`config.mk`:
```
export PLATFORM = sky130hd
export DESIGN_NAME = frame_rasterizer
export DESIGN_NICKNAME = d
export VERILOG_FILES = /design/src/rtl/frame_rasterizer.sv
export SDC_FILE = /design/constraint.sdc
export NUM_CORES = 1
export LEC_CHECK = 0
export BUFFER_PORTS_ARGS = -buffer_cell sky130_fd_sc_hd__buf_2
export CAP_MARGIN = 0
export CORE_MARGIN = 10
export CORE_UTILIZATION = 25
export CTS_BUF_LIST = sky130_fd_sc_hd__clkbuf_4 sky130_fd_sc_hd__clkbuf_8
export CTS_CLUSTER_DIAMETER = 120
export DETAILED_ROUTE_END_ITERATION = 16
export PLACE_DENSITY = 0.45
export SYNTH_ARGS = -nofsm -noshare
export SYNTH_HDL_FRONTEND = slang
export SYNTH_SLANG_ARGS = --single-unit
```
`constraint.sdc`:
```
create_clock -name clk_33m -period 3.5 [get_ports clk_33m]
set_input_delay 0.525 -clock clk_33m [delete_from_list [all_inputs] [get_ports clk_33m]]
set_output_delay 0.525 -clock clk_33m [all_outputs]
set_load 0.02 [all_outputs]
```
`src/rtl/frame_rasterizer.sv`:
```
// Framebuffer write-port producer: per refresh frame, optionally clears the write half, then rasterizes
// clipped solid rectangles from a valid/ready command stream, one pixel per cycle.
// Build option: define FRAMERAST_CLEAR_EN to include the background clear pass.
module frame_rasterizer #(
  parameter int COOR_WIDTH = 12,
  parameter int FRAME_W    = 1280,
  parameter int FRAME_H    = 300,
  parameter int BG_PALETTE = 1
) (
  input  logic                  clk_33m,
  input  logic                  rst_33m,
  input  logic                  rst_screen_33m,
  input  logic                  cmd_valid,
  output logic                  cmd_ready,
  input  logic [COOR_WIDTH-1:0] cmd_x0,
  input  logic [COOR_WIDTH-1:0] cmd_y0,
  input  logic [COOR_WIDTH-1:0] cmd_w,
  input  logic [COOR_WIDTH-1:0] cmd_h,
  input  logic [1:0]            cmd_palette,
  input  logic                  cmd_last,
  output logic [COOR_WIDTH-1:0] write_x,
  output logic [COOR_WIDTH-1:0] write_y,
  output logic [1:0]            write_palette,
  output logic                  busy,
  output logic                  frame_done,
  output logic                  overrun
);

  // state   | meaning
  // S_IDLE  | waiting for the falling edge of the refresh pulse
  // S_CLEAR | painting the whole frame with BG_PALETTE
  // S_FETCH | offering cmd_ready, accepting one command
  // S_DRAW  | rasterizing the latched, clipped rectangle
  typedef enum logic [1:0] {S_IDLE, S_CLEAR, S_FETCH, S_DRAW} state_t;

  localparam int CW = COOR_WIDTH + 1;
  localparam logic [CW-1:0] FW = CW'(FRAME_W);
  localparam logic [CW-1:0] FH = CW'(FRAME_H);
  localparam logic [1:0]    BG = 2'(BG_PALETTE);

  state_t state, state_next;

  logic                  screen_prev;
  logic                  start, rise, hs;
  logic                  cmd_empty;
  logic [CW-1:0]         x_sum, y_sum, x_clip, y_clip;
  logic [COOR_WIDTH-1:0] cx, cy;
  logic [COOR_WIDTH-1:0] x_start_q;
  logic [CW-1:0]         x_end_q, y_end_q;
  logic [1:0]            pal_q;
  logic                  last_q;
  logic [COOR_WIDTH-1:0] row_start;
  logic [CW-1:0]         row_end, col_end;
  logic [CW-1:0]         cx_inc, cy_inc;
  logic                  row_last, col_last;
  logic                  emit, load, clear_entry;
  logic                  done_next, over_next, ready_next;

  assign start = screen_prev && !rst_screen_33m;
  assign rise  = !screen_prev && rst_screen_33m;
  assign hs    = cmd_valid && cmd_ready;
  assign busy  = (state != S_IDLE);

  // Sums carry one extra bit so x0+w can never wrap before clipping.
  assign x_sum  = {1'b0, cmd_x0} + {1'b0, cmd_w};
  assign y_sum  = {1'b0, cmd_y0} + {1'b0, cmd_h};
  assign x_clip = (x_sum > FW) ? FW : x_sum;
  assign y_clip = (y_sum > FH) ? FH : y_sum;

  assign cmd_empty = (cmd_w == '0) || (cmd_h == '0) ||
                     ({1'b0, cmd_x0} >= FW) || ({1'b0, cmd_y0} >= FH) ||
                     (cmd_palette == 2'd0);

  assign row_start = (state == S_CLEAR) ? '0 : x_start_q;
  assign row_end   = (state == S_CLEAR) ? FW : x_end_q;
  assign col_end   = (state == S_CLEAR) ? FH : y_end_q;
  assign cx_inc    = {1'b0, cx} + CW'(1);
  assign cy_inc    = {1'b0, cy} + CW'(1);
  assign row_last  = (cx_inc == row_end);
  assign col_last  = (cy_inc == col_end);

  always_comb begin
    state_next  = state;
    emit        = 1'b0;
    load        = 1'b0;
    clear_entry = 1'b0;
    done_next   = 1'b0;
    over_next   = 1'b0;
    case (state)
      S_IDLE: begin
        if (start) begin
`ifdef FRAMERAST_CLEAR_EN
          state_next  = S_CLEAR;
          clear_entry = 1'b1;
`else
          state_next  = S_FETCH;
`endif
        end
      end
`ifdef FRAMERAST_CLEAR_EN
      S_CLEAR: begin
        emit = 1'b1;
        if (row_last && col_last) state_next = S_FETCH;
      end
`endif
      S_FETCH: begin
        if (hs) begin
          if (cmd_empty) begin
            if (cmd_last) begin
              state_next = S_IDLE;
              done_next  = 1'b1;
            end
          end else begin
            load       = 1'b1;
            state_next = S_DRAW;
          end
        end
      end
      S_DRAW: begin
        emit = 1'b1;
        if (row_last && col_last) begin
          if (last_q) begin
            state_next = S_IDLE;
            done_next  = 1'b1;
          end else begin
            state_next = S_FETCH;
          end
        end
      end
      default: state_next = S_IDLE;
    endcase
    // A new refresh before the frame finished wins over everything in flight.
    if (rise && (state != S_IDLE)) begin
      state_next  = S_IDLE;
      emit        = 1'b0;
      load        = 1'b0;
      clear_entry = 1'b0;
      done_next   = 1'b0;
      over_next   = 1'b1;
    end
  end

  // Ready is registered and drops for one cycle after every handshake.
  assign ready_next = (state_next == S_FETCH) && !hs;

  always_ff @(posedge clk_33m) begin
    if (rst_33m) begin
      state         <= S_IDLE;
      screen_prev   <= 1'b0;
      cmd_ready     <= 1'b0;
      frame_done    <= 1'b0;
      overrun       <= 1'b0;
      write_x       <= '0;
      write_y       <= '0;
      write_palette <= 2'd0;
      cx            <= '0;
      cy            <= '0;
      x_start_q     <= '0;
      x_end_q       <= '0;
      y_end_q       <= '0;
      pal_q         <= 2'd0;
      last_q        <= 1'b0;
    end else begin
      state       <= state_next;
      screen_prev <= rst_screen_33m;
      cmd_ready   <= ready_next;
      frame_done  <= done_next;
      overrun     <= over_next;

      if (emit) begin
        write_x       <= cx;
        write_y       <= cy;
        write_palette <= (state == S_CLEAR) ? BG : pal_q;
      end else begin
        write_palette <= 2'd0;
      end

      if (clear_entry) begin
        cx <= '0;
        cy <= '0;
      end else if (load) begin
        cx        <= cmd_x0;
        cy        <= cmd_y0;
        x_start_q <= cmd_x0;
        x_end_q   <= x_clip;
        y_end_q   <= y_clip;
        pal_q     <= cmd_palette;
        last_q    <= cmd_last;
      end else if (emit) begin
        if (row_last) begin
          cx <= row_start;
          cy <= cy_inc[COOR_WIDTH-1:0];
        end else begin
          cx <= cx_inc[COOR_WIDTH-1:0];
        end
      end
    end
  end

endmodule

```
Word level (Yosys, flattened, before mapping) --
Cells that the tools add are included.
Storage, ports and cells: register bits 97, input bits 55, output and inout bits 30, logic and storage cells 88
Cells by class: $add $sub $neg 4, $lt $le $gt $ge 4, equal/unequal tests 6, muxes and demuxes 33, bitwise operators 1, reduce and logical (&&, ||, !) cells 24
Operators by type and width (number):
- 2-to-1 mux 12 bit | 7
- 2-to-1 mux 13 bit | 4
- adder 12 x 1 -> 13 bit (second input constant) | 2
- adder 12 x 12 -> 13 bit | 2
- equality test 13 bit | 2
- logical NOT 12 bit | 2
- 2-to-1 mux 2 bit | 7
- greater-than comparator 13 x 11 -> 1 bit (second input constant) | 1
- greater-than comparator 13 x 9 -> 1 bit (second input constant) | 1
- 2-to-1 mux 1 bit | 13
- >= comparator 12 x 11 -> 1 bit (second input constant) | 1
- >= comparator 12 x 9 -> 1 bit (second input constant) | 1
- equality test 2 bit (second input constant) | 3
- logical AND 1 bit | 6
- case mux 2 bit (3 select lines) | 1
- nonzero test 2 bit | 3
- logical NOT 2 bit | 2
- logical OR 1 bit | 4
- OR reduction 2 bit | 2
- logical NOT 1 bit | 3
- OR reduction 3 bit | 1
- equality test 2 x 1 -> 1 bit (second input constant) | 1
- case mux 1 bit (2 select lines) | 1
- AND reduction 2 bit | 1
- inverter 1 bit | 1

Logic depth before layout (Yosys ltp) --
depth in word-level cells 11, mapped depth 11, mapped depth without buffers 11

Worst setup path after synthesis --
Ideal clock, no wire load.
kind input to register, start input port cmd_y0[0], end register y_end_q[5], library setup time 0.119 ns, arrival time 3.048 ns, required time 3.381 ns, path slack 0.333 ns, stages on the path 11, path buffers 1, cell sequence ha_1 -> fa_1 -> a21o_1 -> a21o_1 -> a2111oi_0 -> o31ai_1 -> xor2_1 -> o31a_1 -> or3_1 -> clkbuf_1 -> o221a_2
On the way: longest elaborated chain between the ends 7, elaborated cells on any way between the ends 10, those cells by class 1 x add/sub; 2 x order compare; 5 x mux; 2 x reduce/logical
Ends and longest elaborated chain:
- from (decl) | RTL line 16 | input logic [COOR_WIDTH-1:0] cmd_y0,
- parallel branches: the longest is 7 deep, another holds adder 12 x 12 -> 13 bit
- to (signal assigned) | RTL line 186 | y_end_q <= y_clip;
- to (decl) | RTL line 49 | logic [CW-1:0] x_end_q, y_end_q;
Several ways; the timed one is not identified. A chain may end at the register's enable or synchronous reset.

Worst setup path after layout --
start register cx[1], end register cy[8]
On the way: longest elaborated chain between the ends 4
Ends and longest elaborated chain:
- from (decl) | RTL line 47 | logic [COOR_WIDTH-1:0] cx, cy;
- from (signal assigned) | RTL line 182 | cx <= cmd_x0;
- from (signal assigned) | RTL line 191 | cx <= row_start;
- from (signal assigned) | RTL line 194 | cx <= cx_inc[COOR_WIDTH-1:0];
- adder 12 x 1 -> 13 bit | RTL line 77 | assign cx_inc = {1'b0, cx} + CW'(1);
- equality test 13 bit | RTL line 79 | assign row_last = (cx_inc == row_end);
- nonzero test 2 bit (no source line)
- AND reduction 2 bit (no source line)
- to (signal assigned) | RTL line 183 | cy <= cmd_y0;
- to (signal assigned) | RTL line 192 | cy <= cy_inc[COOR_WIDTH-1:0];
- to (decl) | RTL line 47
No other way between the ends.

==> metrics <==
status=complete, no violations; Pwr Density=313 nW/um2; Synth area leader=dfxtp_1; CTS Buffer Depth=2; prevailing post-synth register cell=dfxtp_1; Slew Limit Fails=0; share of the synthesized area in the top cell type=31.5%; unique cell type count in the Yosys netlist=78; Seq pwr share=48.4%; layout cells sized above 1=18.2%; Final setup viols=0; row count=57; CP Launch Type=register; GRT overflow=0; Syn-to-layout area delta=18.1%; final std cells w/o fill=1187; fin crit share=90.2%; sw power=585 uW; Avg WL per Cell=16.6 um; total CTS buffers=9; Syn Inst Count=774; overall power=2280 uW; CTS tree=done; # IOs=85; Comb power frac=13.8%; sequential element share of the synthesized area=31.5%; VDD IR max=180 uV; DR vias=5867; hold path cells=3; Period minus WS final=3.16 ns; Clk Tree Root Cell=clkbuf_8; clk sink count=97; Internal=1700 uW; Reg area=1940 um2; Post-Syn Nets=857; number of synthesized flops with an enable pin=0; syn avg cell area=7.97 um2; DR iter-0 viols=328; DIE HEIGHT=177 um; clk slew on worst S/H paths=0.10 ns; max-cap violations=0; flops & latches, synth=97; most common cell after layout, fill and taps aside=nand2_1; YS warnings=0; hold slack=0.391 ns; Final #Nets=943; Starting Density=25.4%; Static Leak=0.00283 uW; H-tree Lvls=3; Clock power frac=37.7%; Inst Count DP=1173; die width=177 um; fmax=0.317 GHz; IO Port Bufs=84; Final Hold Fails=0; Die Area=31400 um2; multi-input logic area=3960 um2; Antenna Nets Post-Route=0; DRC viols=0; Worst EP required=3.81 ns; Mapped Area=6170 um2; DR vias/cell=4.94; clock skew=0.0115 ns; CP Capture Type=register; Worst EP arrival=3.47 ns; WS Path Type=register to register; commonest cells after routing, fill and taps aside=nand2_1, dfxtp_1, buf_2; setup TNS=0 ns; total wire length=19800 um; CP Max Fanout=5; Rel. slew slack=53.1%; Total GRT Usage=12.4%; worst slew pin tran=0.704 ns; async set-or-reset flop fraction in the synthesized netlist=0%; number of detailed-route iterations in the first pass=4; switching share of power=25.6%; DP HPWL=15400 um; post-CTS setup buffer count=0; initial antenna violation count=1; largest net degree at the start of global routing=46; Skew-Pair Late Insertion Delay=0.37 ns; first-pass GRT wire length=31600 um; worst reg-to-reg path cell count=9; Hold Buf Count CTS=0; Routability Congestion=0.780; RSZ-0062 raised after global routing=no; vias in the first global route=5674; # fillers=2653; largest cells by area after synthesis=dfxtp_1, nand2_1, a21oi_1; core area=24300 um2; CTS resizes=0; Hold Crit Class=input pin to register
==> final cells by class <==
cell class,instances,area share (%)
diodes,1,0.0343
clock buffers,9,1.70
repair buffers,117,9.34
clock inverters,4,1.30
flip-flops and latches,97,26.6
well taps,324,5.56
multi-input cells,613,54.3
inverters,22,1.13
==> metal layers <==
metal | vias to the layer above | wire length [um] | global-route usage [%]
met5 | - | 0 | 0
met4 | 0 | 279 | 3.47
met3 | 17 | 693 | 2.03
met2 | 106 | 7950 | 17.5
met1 | 2758 | 10800 | 18.7
li1 | 2986 | - | -
==> worst paths after layout <==
path | startpoint | to | slack [ns]
worst min-delay path | cmd_palette[1] | pal_q[1] | 0.39
worst min register to register | screen_prev | overrun | 0.45
worst max register to register | cx[1] | cy[8] | 0.34
worst max-delay path | cx[1] | cy[8] | 0.34
==> power groups by stage <==
| stage | Sequential [uW] | Clock (uW) | Combinational (uW) |
|---|---|---|---|
| finish | 1110 | 861 | 316 |
| global route | 1110 | 936 | 354 |
| CTS | 1110 | 894 | 317 |
| detailed placement | 1130 | 0 | 316 |
| global placement | 1130 | 0 | 316 |
| floorplan | 1130 | 0 | 204 |
==> stage by stage <==
stage / instance area [um2] / setup WS, ns / utilization [%]
after floorplan: 6170 / 0.333 / -
after global placement: 7070 / 0.0526 / 29.1
after detailed placement: 7070 / 0.0352 / 29.1
after CTS: 7290 / 0.305 / 30.0
after global routing: 7290 / 0.0712 / 30.0
final: 7290 / 0.343 / 30.0
==> cells by family (layout without fill, tap and decap cells) <==
| logic type | after synthesis | after routing | synth area share, % |
|---|---|---|---|
| AOI/OAI and AO/OA | 214 | 214 | 23.2 |
| xor gates and xnor gates | 48 | 48 | 7.28 |
| adders and majority gates | 28 | 28 | 5.92 |
| buffers and inverters | 64 | 152 | 4.50 |
| DFF | 97 | 97 | 31.5 |
| muxes | 12 | 12 | 2.09 |
| other | 0 | 1 | 0 |
| and+or+nand+nor | 311 | 311 | 25.5 |
==> cells in the mapped netlist, drive strengths merged, types with 4 or more instances <==
cell type,instances
a2111oi,7
a211oi,9
a21boi,14
a21o,12
a21oi,65
a311oi,5
a31oi,4
and2,5
and3,14
buf,11
clkbuf,31
dfxtp,97
ha,26
inv,22
mux2,7
mux2i,5
nand2,129
nand2b,7
nand3,25
nand4,16
nor2,41
nor2b,6
nor3,16
nor3b,5
nor4,11
o211ai,7
o21a,4
o21ai,39
o22ai,11
o31ai,8
or2,4
or3,13
or4,4
xnor2,25
xor2,21
==> critical path: stages (launching register included) <==
cell     delay [ns]
dfxtp_1        0.35
ha_1           0.29
nand4_1        0.16
or3_4          0.39
a221o_1        0.35
nand4_1        0.10
or4b_1         0.44
or3b_4         0.43
or4_1          0.51
nand3_1        0.09
==> flip-flops by register name, indices dropped and copies added (netlist names) <==
name / flops
cx: 12
screen_prev: 1
pal_q: 2
frame_done: 1
write_palette: 2
state: 2
write_y: 12
y_end_q: 13
x_end_q: 13
overrun: 1
last_q: 1
x_start_q: 12
cmd_ready: 1
write_x: 12
cy: 12
Power figures use the tool's default switching activity.
